### config.mk
export PLATFORM = sky130hd
export DESIGN_NAME = logic_op_pipe
export DESIGN_NICKNAME = d
export VERILOG_FILES = /design/src/rtl/logic_op_pkg.sv /design/src/rtl/logic_op_slice.sv /design/src/rtl/logic_op_pipe.sv
export SDC_FILE = /design/constraint.sdc
export NUM_CORES = 1
export LEC_CHECK = 0
export BUFFER_PORTS_ARGS = -buffer_cell sky130_fd_sc_hd__buf_2
export CAP_MARGIN = 0
export CORE_MARGIN = 8
export CORE_UTILIZATION = 40
export CTS_BUF_LIST = sky130_fd_sc_hd__clkbuf_16
export DETAILED_ROUTE_END_ITERATION = 10
export GPL_TIMING_DRIVEN = 0
export SETUP_SLACK_MARGIN = 0.5
export SYNTH_ARGS = -nofsm -noshare
export SYNTH_HDL_FRONTEND = slang
export SYNTH_SLANG_ARGS = --single-unit
### constraint.sdc
create_clock -name clk -period 2.01 [get_ports clk]
set_input_delay 0.1005 -clock clk [delete_from_list [all_inputs] [get_ports clk]]
set_output_delay 0.1005 -clock clk [all_outputs]
set_load 0.01 [all_outputs]
### src/rtl/logic_op_pkg.sv
// Shared types and the per-bit operator for the logic_op_pipe datapath.
package logic_op_pkg;

  typedef enum logic [1:0] {
    OP_OR  = 2'b00,
    OP_AND = 2'b01,
    OP_XOR = 2'b10,
    OP_NOR = 2'b11
  } op_e;

  typedef enum logic {
    SLICE_EMPTY = 1'b0,
    SLICE_FULL  = 1'b1
  } slice_state_e;

  // Single-bit operator; callers apply it across the operand width so the
  // function stays independent of WIDTH.
  function automatic logic op_apply(input op_e op, input logic a, input logic b);
    logic r;
    case (op)
      OP_OR:   r = a | b;
      OP_AND:  r = a & b;
      OP_XOR:  r = a ^ b;
      OP_NOR:  r = ~(a | b);
      default: r = 1'b0;
    endcase
    return r;
  endfunction

endpackage

### src/rtl/logic_op_slice.sv
// Valid/ready register slice with an EMPTY/FULL state machine and a
// parametrised payload. Accepts while empty or while the held item leaves.
module logic_op_slice
  import logic_op_pkg::*;
#(
  parameter int unsigned W = 8
) (
  input  logic         clk,
  input  logic         rst,
  input  logic         in_valid,
  output logic         in_ready,
  input  logic [W-1:0] in_data,
  output logic         out_valid,
  input  logic         out_ready,
  output logic [W-1:0] out_data
);

  slice_state_e state_q, state_n;
  logic [W-1:0] data_q;
  logic         load;
  logic         unload;

  assign load   = in_valid && in_ready;
  assign unload = out_valid && out_ready;

  // State register
  always_ff @(posedge clk) begin
    if (rst) state_q <= SLICE_EMPTY;
    else     state_q <= state_n;
  end

  // Next state: fill on load, drain on unload unless refilled in the same cycle
  always_comb begin
    state_n = state_q;
    case (state_q)
      SLICE_EMPTY: if (load)            state_n = SLICE_FULL;
      SLICE_FULL:  if (unload && !load) state_n = SLICE_EMPTY;
      default:                          state_n = SLICE_EMPTY;
    endcase
  end

  // Handshake outputs derived from the current state
  always_comb begin
    out_valid = (state_q == SLICE_FULL);
    in_ready  = (state_q == SLICE_EMPTY) || out_ready;
  end

  // Payload register, written only on an accepted transfer
  always_ff @(posedge clk) begin
    if (rst)       data_q <= '0;
    else if (load) data_q <= in_data;
  end

  assign out_data = data_q;

endmodule

### src/rtl/logic_op_pipe.sv
// Two-stage pipelined bitwise logic unit (OR/AND/XOR/NOR) with valid/ready
// on both sides. Optional completed-transfer counter: LOGIC_OP_PIPE_CNT_EN.
module logic_op_pipe
  import logic_op_pkg::*;
#(
  parameter int unsigned WIDTH = 8,
  parameter int unsigned CNT_W = 16
) (
  input  logic             clk,
  input  logic             rst,
  input  logic             in_valid,
  output logic             in_ready,
  input  logic [WIDTH-1:0] A,
  input  logic [WIDTH-1:0] B,
  input  op_e              op,
  output logic             out_valid,
  input  logic             out_ready,
  output logic [WIDTH-1:0] C,
  output logic             C_any,
  output logic [CNT_W-1:0] ops_done
);

  localparam int unsigned S1_W = 2 + 2 * WIDTH;
  localparam int unsigned S2_W = 1 + WIDTH;

  logic [S1_W-1:0]  s1_data;
  logic             s1_valid;
  logic             s2_ready;
  logic [S2_W-1:0]  s2_data;
  op_e              s1_op;
  logic [WIDTH-1:0] s1_a;
  logic [WIDTH-1:0] s1_b;
  logic [WIDTH-1:0] c_calc;

  logic_op_slice #(.W(S1_W)) u_s1 (
    .clk       (clk),
    .rst       (rst),
    .in_valid  (in_valid),
    .in_ready  (in_ready),
    .in_data   ({op, A, B}),
    .out_valid (s1_valid),
    .out_ready (s2_ready),
    .out_data  (s1_data)
  );

  assign s1_op = op_e'(s1_data[2*WIDTH +: 2]);
  assign s1_a  = s1_data[WIDTH +: WIDTH];
  assign s1_b  = s1_data[0 +: WIDTH];

  // Apply the selected operator bit by bit to the captured operands
  always_comb begin
    c_calc = '0;
    for (int unsigned i = 0; i < WIDTH; i++) begin
      c_calc[i] = op_apply(s1_op, s1_a[i], s1_b[i]);
    end
  end

  logic_op_slice #(.W(S2_W)) u_s2 (
    .clk       (clk),
    .rst       (rst),
    .in_valid  (s1_valid),
    .in_ready  (s2_ready),
    .in_data   ({|c_calc, c_calc}),
    .out_valid (out_valid),
    .out_ready (out_ready),
    .out_data  (s2_data)
  );

  assign C     = s2_data[WIDTH-1:0];
  assign C_any = s2_data[WIDTH];

`ifdef LOGIC_OP_PIPE_CNT_EN
  logic [CNT_W-1:0] cnt_q;

  // Count completed output transfers, wrapping naturally at 2^CNT_W
  always_ff @(posedge clk) begin
    if (rst)                         cnt_q <= '0;
    else if (out_valid && out_ready) cnt_q <= cnt_q + CNT_W'(1);
  end

  assign ops_done = cnt_q;
`else
  assign ops_done = '0;
`endif

endmodule

==> impl_metrics.json <==
{
  "tightest_slew_ns": 0.552,
  "synth_area_um2": 1730,
  "wire_per_inst_um": 12.0,
  "yosys.area_share.simple_pct": 20.1,
  "stdcell_count": 328,
  "multi_input_comb_area_um2": 1020,
  "syn_inst": 214,
  "clock_sinks": 29,
  "drtIter0Drc": 40,
  "cts_tree": "yes",
  "p_leak_nw": 1.12,
  "ys_async_sr_fraction_pct": 0,
  "synthMuxAreaShare_pct": 6.29,
  "dp.cells": 312,
  "grt-busiest-layer": "met2",
  "core_um2": 4260,
  "synth-compound-area-share_pct": 12.7,
  "synth_xor_area_share_pct": 0,
  "slew_headroom_pct": 63.2,
  "drv_slew": 0,
  "synthAdderAreaFrac_pct": 11.6,
  "ys_seq_elements": 29,
  "grt_pass1_vias": 1437,
  "finalSetupTns_ns": 0,
  "synth_cell_types": 28,
  "grtUsageMet1_pct": 14.7,
  "rows": 24,
  "syn_avg_cell_area_um2": 8.09,
  "grtUsageMet2_pct": 20.2,
  "cp_data_arrival_time_ns": 1.64,
  "layout-drive-gt1-share_pct": 37.7,
  "wl_um": 3940,
  "ios": 49,
  "crit_path_max_incr_delay_ns": 0.33,
  "setup_viol": 0,
  "ys_top_cells_by_count": "37 x nand2_1, 29 x dfxtp_1, 23 x a21oi_1, 17 x buf_4, 17 x inv_1",
  "nFillCells": 429,
  "cp.buffers_inverters": 1,
  "post_dp_cell_area_um2": 2010,
  "yosys.area.top_type": "dfxtp_1",
  "rsz0062_at_grt": "true",
  "finalInstanceArea_um2": 2310,
  "die-area_um2": 6690,
  "clk_pin_slew_ns": 0.05,
  "timing.fmax_mhz": 679,
  "rrSetupSlack_ns": 0.54,
  "port_buffers": 31,
  "cp_top_family": "flip-flops",
  "cp_max_fo": 3,
  "cts-root-buf": "clkbuf_16",
  "fp.dieH_um": 81.8,
  "drt_pass1_iterations": 4,
  "whs_ns": 0.0559,
  "yosysWarnings": 0,
  "cp-start-kind": "register",
  "grt_start_max_net_pins": 11,
  "n_antenna_cell": 0,
  "synth-edff-count": 0,
  "min_period_ns": 1.47,
  "htree_levels": 2,
  "hold_class": "in2reg",
  "ys_seq_area_share_pct": 33.6,
  "nets": 314,
  "min_period_over_period_pct": 73.2,
  "clockBufferDepth": 2,
  "gp_congestion": 0.716,
  "slowest_stage": "dfxtp_2",
  "powerDensity_nw_per_um2": 721,
  "fin_worst_skew_ns": 0.00382,
  "synth_top_family_by_area": "simple AND/OR/NAND/NOR gates",
  "antenna_left": 0,
  "ys_top_cells_by_area": "dfxtp_1 34%, ha_1 12%, nand2_1 8.0%",
  "clk_latency_ns": 0.27,
  "cts_buffers": 5,
  "max_cap_violations": 0,
  "drcViolationCount": 0,
  "die_w_um": 81.8,
  "dp_hpwl_um": 2890,
  "grt_use_total_pct": 12.5,
  "crit_type": "reg2reg",
  "synth_top_area_share_pct": 33.6,
  "area_delta_synth_final_pct": 33.8,
  "crit_path_end_kind": "register",
  "grt-ovfl-total": 0,
  "grt_pass1_wl_um": 6400,
  "vdd_drop_max_mv": 0.401,
  "initial_core_util_pct": 40.6,
  "final_util_pct": 54.3,
  "vias": 1451,
  "viasPerCell": 4.42,
  "use_met3_pct": 3.72,
  "hold_buffers": 0,
  "crit_required_ns": 2.18,
  "synthFlopType": "dfxtp_1",
  "antenna_found_initial": 0,
  "synth.most_common_cell": "nand2_1",
  "cp_cell_sequence": "inv_1 > ha_1 > mux2_4 > a21oi_4 > nand4_1 > o21a_1",
  "status": "finished clean",
  "regArea_um2": 598,
  "hold_viol_final": 0
}
cells by family (layout without fill, tap and decap cells):
kind of cell	Yosys count	after routing
buffers and inverters	46	93
other	1	16
AOI/OAI and AO/OA	36	36
muxes	9	9
and+or+nand+nor	77	77
DFF	29	29
adders and majority gates	16	16
cell type report:
type | instances | share of cell area (%)
plain buffers | 29 | 9.30
clock buffers | 5 | 5.41
clock inverters | 2 | 0.324
inverters | 17 | 2.76
multi-input cells | 154 | 43.9
flip-flops and latches | 29 | 25.8
well taps | 52 | 2.81
repair buffers | 40 | 9.62
what timing repair did:
item | in CTS | in global routing
pin swaps | 0 | 12
endpoints found under the setup margin | 11 | 12
gates resized for setup | 12 | 22
setup buffers | 0 | 9
registers in the layout, summed over array words and instances, names as in the netlist:
signal,count
u_s1.out_valid,1
u_s2.out_data,9
u_s1.out_data,18
u_s2.out_valid,1
metal layers:
layer  up-vias  wire (um)
met5         -          0
met4         0         62
met3         7        255
met2        35       1870
met1       621       1750
li1        788          -
worst paths after layout:
path                                       start                to  cells past startpoint
worst max-delay path            u_s1.out_data[3]  u_s2.out_data[8]                      6
worst min-delay path                        B[5]  u_s1.out_data[5]                      3
worst max register to register  u_s1.out_data[3]  u_s2.out_data[8]                      6
worst min register to register  u_s1.out_data[6]  u_s1.out_data[6]                      2
worst register-to-register path, delay by kind of cell (launching register included):
kind                     cells  cell delay (ns)
AO/OA/AOI/OAI                2             0.31
AND/OR/NAND/NOR              1             0.11
multiplexers                 1             0.29
buffers and inverters        1             0.05
adder cells (fa/ha/maj)      1             0.28
flip-flops                   1             0.33
report_power, final:
| part | internal [mW] | switching (mW) | leakage (nW) |
|---|---|---|---|
| Clock | 0.441 | 0.243 | 0.0685 |
| Sequential | 0.615 | 0.0216 | 0.244 |
| Combinational | 0.173 | 0.175 | 0.803 |
through the flow:
stage,total power [mW],setup slack (ns)
after CTS,1.64,0.471
after detailed placement,0.939,0.436
after global routing,1.77,0.425
after global placement,0.933,0.432
final,1.67,0.538
after floorplan,0.861,0.543
cell usage in the layout, fill, tap and decap left out, drive strengths merged:
master,count
nand4b,1
mux2i,3
o21a,1
clkbuf,9
nor2,14
a211oi,7
inv,18
a21oi,26
nor2b,14
buf,65
o211ai,1
conb,16
dfxtp,29
and2,1
nand2,38
ha,16
o211a,1
mux2,6
clkinv,1
nand4,1
nand2b,1
nor3,7
Power figures use the tool's default switching activity.
